$ cat src/rtl/mips_multicycle_core.sv
// Multi-cycle MIPS subset core: one FSM walks each instruction through FETCH/DECODE/EXEC/MEM/WB.
// Instruction and data memories are external behind req/ack handshakes, so either side may stall.
module mips_multicycle_core #(
    parameter int          ADDR_W   = 32,
    parameter logic [31:0] RESET_PC = 32'h0000_0000,
    parameter bit          REG_CLR  = 1'b1
) (
    input  logic              clock,
    input  logic              reset,
    output logic              imem_req,
    output logic [ADDR_W-1:0] imem_addr,
    input  logic              imem_ack,
    input  logic [31:0]       imem_rdata,
    output logic              dmem_req,
    output logic              dmem_we,
    output logic [ADDR_W-1:0] dmem_addr,
    output logic [31:0]       dmem_wdata,
    input  logic              dmem_ack,
    input  logic [31:0]       dmem_rdata,
    output logic              retire,
    output logic              halted,
    output logic [31:0]       pc_dbg
);

    localparam logic [5:0] OP_R    = 6'h00;
    localparam logic [5:0] OP_J    = 6'h02;
    localparam logic [5:0] OP_BEQ  = 6'h04;
    localparam logic [5:0] OP_BNE  = 6'h05;
    localparam logic [5:0] OP_ADDI = 6'h08;
    localparam logic [5:0] OP_ANDI = 6'h0C;
    localparam logic [5:0] OP_ORI  = 6'h0D;
    localparam logic [5:0] OP_LW   = 6'h23;
    localparam logic [5:0] OP_SW   = 6'h2B;

    localparam logic [5:0] FN_SLL = 6'h00;
    localparam logic [5:0] FN_SRL = 6'h02;
    localparam logic [5:0] FN_ADD = 6'h20;
    localparam logic [5:0] FN_SUB = 6'h22;
    localparam logic [5:0] FN_AND = 6'h24;
    localparam logic [5:0] FN_OR  = 6'h25;
    localparam logic [5:0] FN_NOR = 6'h27;
    localparam logic [5:0] FN_SLT = 6'h2A;

    typedef enum logic [2:0] {
        S_FETCH,
        S_DECODE,
        S_EXEC,
        S_MEM,
        S_WB,
        S_HALT
    } state_t;

    state_t      state_reg, state_next;
    logic [31:0] pc_reg, pc_next;
    logic [31:0] ir_reg, ir_next;
    logic [31:0] a_reg, a_next;
    logic [31:0] b_reg, b_next;
    logic [31:0] alu_reg, alu_next;
    logic [31:0] mdr_reg, mdr_next;

    logic [5:0]  op, funct;
    logic [4:0]  rs, rt, rd, shamt;
    logic [15:0] imm;
    logic [31:0] imm_sext, imm_zext, pc4, branch_target, jump_target, alu_result;
    logic        branch_taken;

    logic        imem_req_c, dmem_req_c, retire_c, rf_we;
    logic [4:0]  wr_addr;
    logic [31:0] wr_data;
    logic [31:0] rf_rd [32];

    assign op            = ir_reg[31:26];
    assign rs            = ir_reg[25:21];
    assign rt            = ir_reg[20:16];
    assign rd            = ir_reg[15:11];
    assign shamt         = ir_reg[10:6];
    assign funct         = ir_reg[5:0];
    assign imm           = ir_reg[15:0];
    assign imm_sext      = {{16{imm[15]}}, imm};
    assign imm_zext      = {16'h0000, imm};
    assign pc4           = pc_reg + 32'd4;
    assign branch_target = pc4 + {imm_sext[29:0], 2'b00};
    assign jump_target   = {pc4[31:28], ir_reg[25:0], 2'b00};
    assign branch_taken  = (op == OP_BEQ) ? (a_reg == b_reg) : (a_reg != b_reg);

    function automatic logic is_legal(input logic [5:0] opc, input logic [5:0] fn);
        logic ok;
        ok = 1'b0;
        if (opc == OP_R) begin
            case (fn)
                FN_ADD, FN_SUB, FN_AND, FN_OR, FN_NOR, FN_SLT, FN_SLL, FN_SRL: ok = 1'b1;
                default: ok = 1'b0;
            endcase
        end else begin
            case (opc)
                OP_ADDI, OP_ANDI, OP_ORI, OP_LW, OP_SW, OP_BEQ, OP_BNE, OP_J: ok = 1'b1;
                default: ok = 1'b0;
            endcase
        end
        return ok;
    endfunction

    always_comb begin
        alu_result = 32'h0;
        case (op)
            OP_R: begin
                case (funct)
                    FN_ADD:  alu_result = a_reg + b_reg;
                    FN_SUB:  alu_result = a_reg - b_reg;
                    FN_AND:  alu_result = a_reg & b_reg;
                    FN_OR:   alu_result = a_reg | b_reg;
                    FN_NOR:  alu_result = ~(a_reg | b_reg);
                    FN_SLT:  alu_result = {31'h0, $signed(a_reg) < $signed(b_reg)};
                    FN_SLL:  alu_result = b_reg << shamt;
                    FN_SRL:  alu_result = b_reg >> shamt;
                    default: alu_result = 32'h0;
                endcase
            end
            OP_ADDI, OP_LW, OP_SW: alu_result = a_reg + imm_sext;
            OP_ANDI:               alu_result = a_reg & imm_zext;
            OP_ORI:                alu_result = a_reg | imm_zext;
            default:               alu_result = 32'h0;
        endcase
    end

    always_ff @(posedge clock) begin
        if (!reset) begin
            state_reg <= S_FETCH;
            pc_reg    <= RESET_PC;
            ir_reg    <= 32'h0;
            a_reg     <= 32'h0;
            b_reg     <= 32'h0;
            alu_reg   <= 32'h0;
            mdr_reg   <= 32'h0;
        end else begin
            state_reg <= state_next;
            pc_reg    <= pc_next;
            ir_reg    <= ir_next;
            a_reg     <= a_next;
            b_reg     <= b_next;
            alu_reg   <= alu_next;
            mdr_reg   <= mdr_next;
        end
    end

    always_comb begin
        state_next = state_reg;
        pc_next    = pc_reg;
        ir_next    = ir_reg;
        a_next     = a_reg;
        b_next     = b_reg;
        alu_next   = alu_reg;
        mdr_next   = mdr_reg;
        imem_req_c = 1'b0;
        dmem_req_c = 1'b0;
        retire_c   = 1'b0;
        rf_we      = 1'b0;
        case (state_reg)
            S_FETCH: begin
                imem_req_c = 1'b1;
                if (imem_ack) begin
                    ir_next    = imem_rdata;
                    state_next = S_DECODE;
                end
            end
            S_DECODE: begin
                a_next = rf_rd[rs];
                b_next = rf_rd[rt];
                if (!is_legal(op, funct)) begin
                    state_next = S_HALT;
                end else if (op == OP_J) begin
                    pc_next    = jump_target;
                    retire_c   = 1'b1;
                    state_next = S_FETCH;
                end else begin
                    state_next = S_EXEC;
                end
            end
            S_EXEC: begin
                alu_next = alu_result;
                if (op == OP_BEQ || op == OP_BNE) begin
                    pc_next    = branch_taken ? branch_target : pc4;
                    retire_c   = 1'b1;
                    state_next = S_FETCH;
                end else if (op == OP_LW || op == OP_SW) begin
                    state_next = (alu_result[1:0] != 2'b00) ? S_HALT : S_MEM;
                end else begin
                    state_next = S_WB;
                end
            end
            S_MEM: begin
                dmem_req_c = 1'b1;
                if (dmem_ack) begin
                    if (op == OP_SW) begin
                        pc_next    = pc4;
                        retire_c   = 1'b1;
                        state_next = S_FETCH;
                    end else begin
                        mdr_next   = dmem_rdata;
                        state_next = S_WB;
                    end
                end
            end
            S_WB: begin
                rf_we      = 1'b1;
                pc_next    = pc4;
                retire_c   = 1'b1;
                state_next = S_FETCH;
            end
            S_HALT: state_next = S_HALT;
            default: state_next = S_FETCH;
        endcase
    end

    assign wr_addr = (op == OP_R) ? rd : rt;
    assign wr_data = (op == OP_LW) ? mdr_reg : alu_reg;

    // r0 is hardwired; r1..r31 optionally survive reset when REG_CLR is 0.
    assign rf_rd[0] = 32'h0;
    genvar gi;
    generate
        for (gi = 1; gi < 32; gi++) begin : g_rf
            logic [31:0] q_reg;
            always_ff @(posedge clock) begin
                if (!reset) begin
                    if (REG_CLR) q_reg <= 32'h0;
                end else if (rf_we && wr_addr == 5'(gi)) begin
                    q_reg <= wr_data;
                end
            end
            assign rf_rd[gi] = q_reg;
        end
    endgenerate

    // Requests are masked while reset is low so an abandoned transfer drops at once.
    assign imem_req   = imem_req_c & reset;
    assign imem_addr  = pc_reg[ADDR_W-1:0];
    assign dmem_req   = dmem_req_c & reset;
    assign dmem_we    = dmem_req & (op == OP_SW);
    assign dmem_addr  = dmem_req ? alu_reg[ADDR_W-1:0] : '0;
    assign dmem_wdata = dmem_req ? b_reg : 32'h0;
    assign retire     = retire_c & reset;
    assign halted     = (state_reg == S_HALT) & reset;
    assign pc_dbg     = pc_reg;

endmodule
$ cat config.mk
export PLATFORM = sky130hd
export DESIGN_NAME = mips_multicycle_core
export DESIGN_NICKNAME = d
export VERILOG_FILES = /design/src/rtl/mips_multicycle_core.sv
export SDC_FILE = /design/constraint.sdc
export NUM_CORES = 2
export LEC_CHECK = 0
export BUFFER_PORTS_ARGS = -buffer_cell sky130_fd_sc_hd__buf_2
export CAP_MARGIN = 20
export CORE_ASPECT_RATIO = 0.8
export CORE_MARGIN = 2
export CORE_UTILIZATION = 40
export CTS_CLUSTER_SIZE = 30
export DETAILED_ROUTE_END_ITERATION = 8
export PLACE_DENSITY = 0.6
export SYNTH_ARGS = -nofsm -noshare
export SYNTH_HDL_FRONTEND = slang
export SYNTH_SLANG_ARGS = --single-unit
$ cat constraint.sdc
create_clock -name clock -period 3.77 [get_ports clock]
set_clock_uncertainty 0.05 [all_clocks]
set_input_delay 0.5655 -clock clock [delete_from_list [all_inputs] [get_ports clock]]
set_output_delay 0.5655 -clock clock [all_outputs]
set_load 0.02 [all_outputs]
==> impl_metrics.py <==
metrics = {
    "layout": {
        "largest_reg_flops": 992,
        "final_nets": 7668,
        "areaGrowthSynthToFinish_pct": 17.0,
        "num-fill-cells": 16600,
        "multi_input_area_mm2": 0.0458,
        "drive_gt1_share_pct": 25.5,
        "regArea_mm2": 0.0238,
    },
    "clock_tree": {
        "cts_max_level": 4,
        "cts_root_buffer": "clkbuf_16",
        "cts.sink_count": 1185,
        "cts_tree": "built",
        "insertion_delay_ns": 0.82,
        "numCtsBuffers": 132,
        "cts_buffer_depth": 3,
        "clkTransAtPathRegs_ns": 0.06,
    },
    "pwr": {
        "ir_drop_v": 0.000473,
        "p_per_area_mw_per_mm2": 372,
        "leakage_nw": 42.4,
        "finalPower_mw": 31.6,
    },
    "min_path": {
        "hold_depth": 3,
        "hold_class": "in2reg",
        "hold_start": "dmem_rdata[16]",
    },
    "timing": {
        "period_share_pct": 102,
        "setup_viol": 2,
        "tightestPinTransition_ns": 1.30,
        "hold_slack_ns": 0.0361,
        "setup_slack_ns": -0.0823,
        "grt_setup_unrepaired": "true",
        "final-hold-violation-count": 0,
        "slew_headroom_pct": 13.4,
        "finalCriticalPeriod_ns": 3.85,
        "clock.fmax_ghz": 0.260,
        "slew_violations": 0,
    },
    "die": {
        "num_io_pins": 201,
        "rows": 139,
        "fp.dieArea_mm2": 0.185,
        "die_w_um": 480,
        "die_h_um": 385,
        "core_area_mm2": 0.180,
        "start_util_pct": 40.4,
    },
    "worst_setup_path": {
        "cp-startpoint": "imem_addr[6]$_SDFFE_PN0P_",
        "r2r_cells": 16,
        "worst-path-max-fanout": 3,
        "cp-end-kind": "register",
        "r2r-start": "imem_addr[6]$_SDFFE_PN0P_",
        "path_class": "reg2reg",
        "required_ns": 4.47,
        "cp-start-kind": "register",
        "crit_arrival_ns": 4.55,
    },
    "placed_design": {
        "gp_congestion": 1.07,
        "dp_hpwl_mm": 203,
        "portBuffers": 196,
        "post-place-ws_ns": -0.257,
    },
    "global_route": {
        "antenna_found_initial": 12,
        "grt_max_degree": 209,
        "grt_pass1_vias": 60000,
        "grt_pass1_wl_mm": 426,
        "grt_usage_pct": 31.2,
        "grt_overflow_total": 0,
    },
    "synth": {
        "syn_area_mm2": 0.0726,
        "avgSynthCellArea_um2": 10.1,
        "synthFlopType": "dfxtp_1",
        "ys_ff_latch": 1185,
        "synth.area.top_cells": "dfxtp_1 (33%), mux4_2 (20%), o211a_1 (14%)",
        "yosys-top-cells-count": "nand2_1 (1369), dfxtp_1 (1185), o211a_1 (1005)",
        "synth_top_area_cell": "dfxtp_1",
        "synth-warning-count": 0,
        "synth_top_cell_area_share_pct": 32.7,
        "async_flop_share_pct": 0,
        "ys_seq_area_share_pct": 32.7,
        "synth_most_common_cell": "nand2_1",
        "syn_inst": 7210,
        "ys_types": 92,
        "synth_enable_flop_cells": 0,
    },
    "status": {
        "outcome": "finished with violations",
        "violations": "negative setup slack",
    },
    "detailed_routing": {
        "vias": 63600,
        "ant_nets": 0,
        "wl_per_cell_um": 29.8,
        "routed_wl_mm": 296,
        "drt_pass1_iterations": 7,
        "drc": 0,
        "drt-initial-drc-count": 8328,
        "via_per_inst": 6.41,
    },
    "run": {
        "drv_cap": 0,
    },
}
[timing repair]
| action | 4_1_cts | 5_1_grt |
|---|---|---|
| gates resized for setup | 15 | 58 |
| setup endpoints to repair | 8 | 58 |
| pin swaps | 7 | 32 |
| hold buffers | 45 | 0 |
| hold endpoints to repair | 45 | 0 |
| buffers inserted | 1 | 11 |
[per-layer routing]
| metal | wire length (um) | up-vias | global-route usage, % |
|---|---|---|---|
| li1 | - | 27500 | - |
| met1 | 127000 | 32000 | 44.6 |
| met2 | 124000 | 3536 | 45.3 |
| met3 | 33000 | 564 | 7.72 |
| met4 | 12000 | 6 | 11.8 |
| met5 | 43 | - | 0 |
[per-stage QoR]
step / std cells / area, um2 / setup TNS [ns] / utilization [%]
after floorplan: 7213 / 72700 / -0.0103 / -
after global placement: 9629 / 79600 / -1.09 / 44.3
after detailed placement: 9629 / 79600 / -0.819 / 44.3
after CTS: 9905 / 84600 / -0.0421 / 47.0
after global routing: 9916 / 84900 / -0.812 / 47.2
final: 9919 / 84900 / -0.0876 / 47.2
[layout make-up]
type                            instances  area share [%]
Antenna cell                            3         0.00884
Inverter                              139           0.625
Multi-Input combinational cell       5107            54.0
Clock buffer                          176            4.48
Tap cell                             2397            3.53
Timing Repair Buffer                  858            8.60
Clock inverter                         54           0.784
Sequential cell                      1185            28.0
[final timing paths]
| path | to | slack (ns) |
|---|---|---|
| hold / removal | mdr_reg[16]$_SDFFE_PN0P_ | 0.04 |
| hold reg to reg | mdr_reg[29]$_SDFFE_PN0P_ | 0.44 |
| setup / recovery | imem_addr[31]$_SDFFE_PN0P_ | -0.08 |
| setup reg to reg | imem_addr[31]$_SDFFE_PN0P_ | -0.08 |
[cell usage in the layout, fill, tap and decap left out, drive strengths merged, types with 72 or more instances in the layout]
cell type  count
nand2       1371
dfxtp       1185
o211a       1005
buf          813
mux4         636
nor2         251
o21ai        220
a21oi        202
clkbuf       176
ha           173
inv          146
mux2i        137
and2         107
xnor2        102
a21boi        72
[kinds of logic (layout without fill, tap and decap cells)]
| group | Yosys count | count (layout) | synth area share (%) |
|---|---|---|---|
| other | 1 | 7 | 0.00516 |
| buffers and inverters | 921 | 1227 | 5.31 |
| AO/OA/AOI/OAI | 1942 | 1942 | 22.6 |
| multiplexers | 843 | 843 | 22.7 |
| adder cells (fa/ha/maj) | 177 | 177 | 3.09 |
| AND/OR/NAND/NOR | 2005 | 2005 | 11.9 |
| XOR/XNOR | 136 | 136 | 1.64 |
| flip-flops | 1185 | 1185 | 32.7 |
[critical path: stages (launching register included)]
cell and delay, ns:
dfxtp_4 0.34, and3_4 0.20, and3_4 0.19, nand2_1 0.12
nor2_4 0.18, nand4_1 0.14, xnor2_1 0.16, ha_1 0.33
nand4_1 0.25, nor2_4 0.20, a31oi_2 0.12, o21ai_2 0.28
a41oi_2 0.18, or4_1 0.54, nand3_2 0.09, mux2i_1 0.21
mux2i_1 0.20
[where the power goes]
part / switching, mW / internal, mW
Combinational: 3.17 / 1.90
Clock: 5.81 / 7.77
Sequential: 0.306 / 12.6
Note: power is estimated with default switching activity, not from simulation.
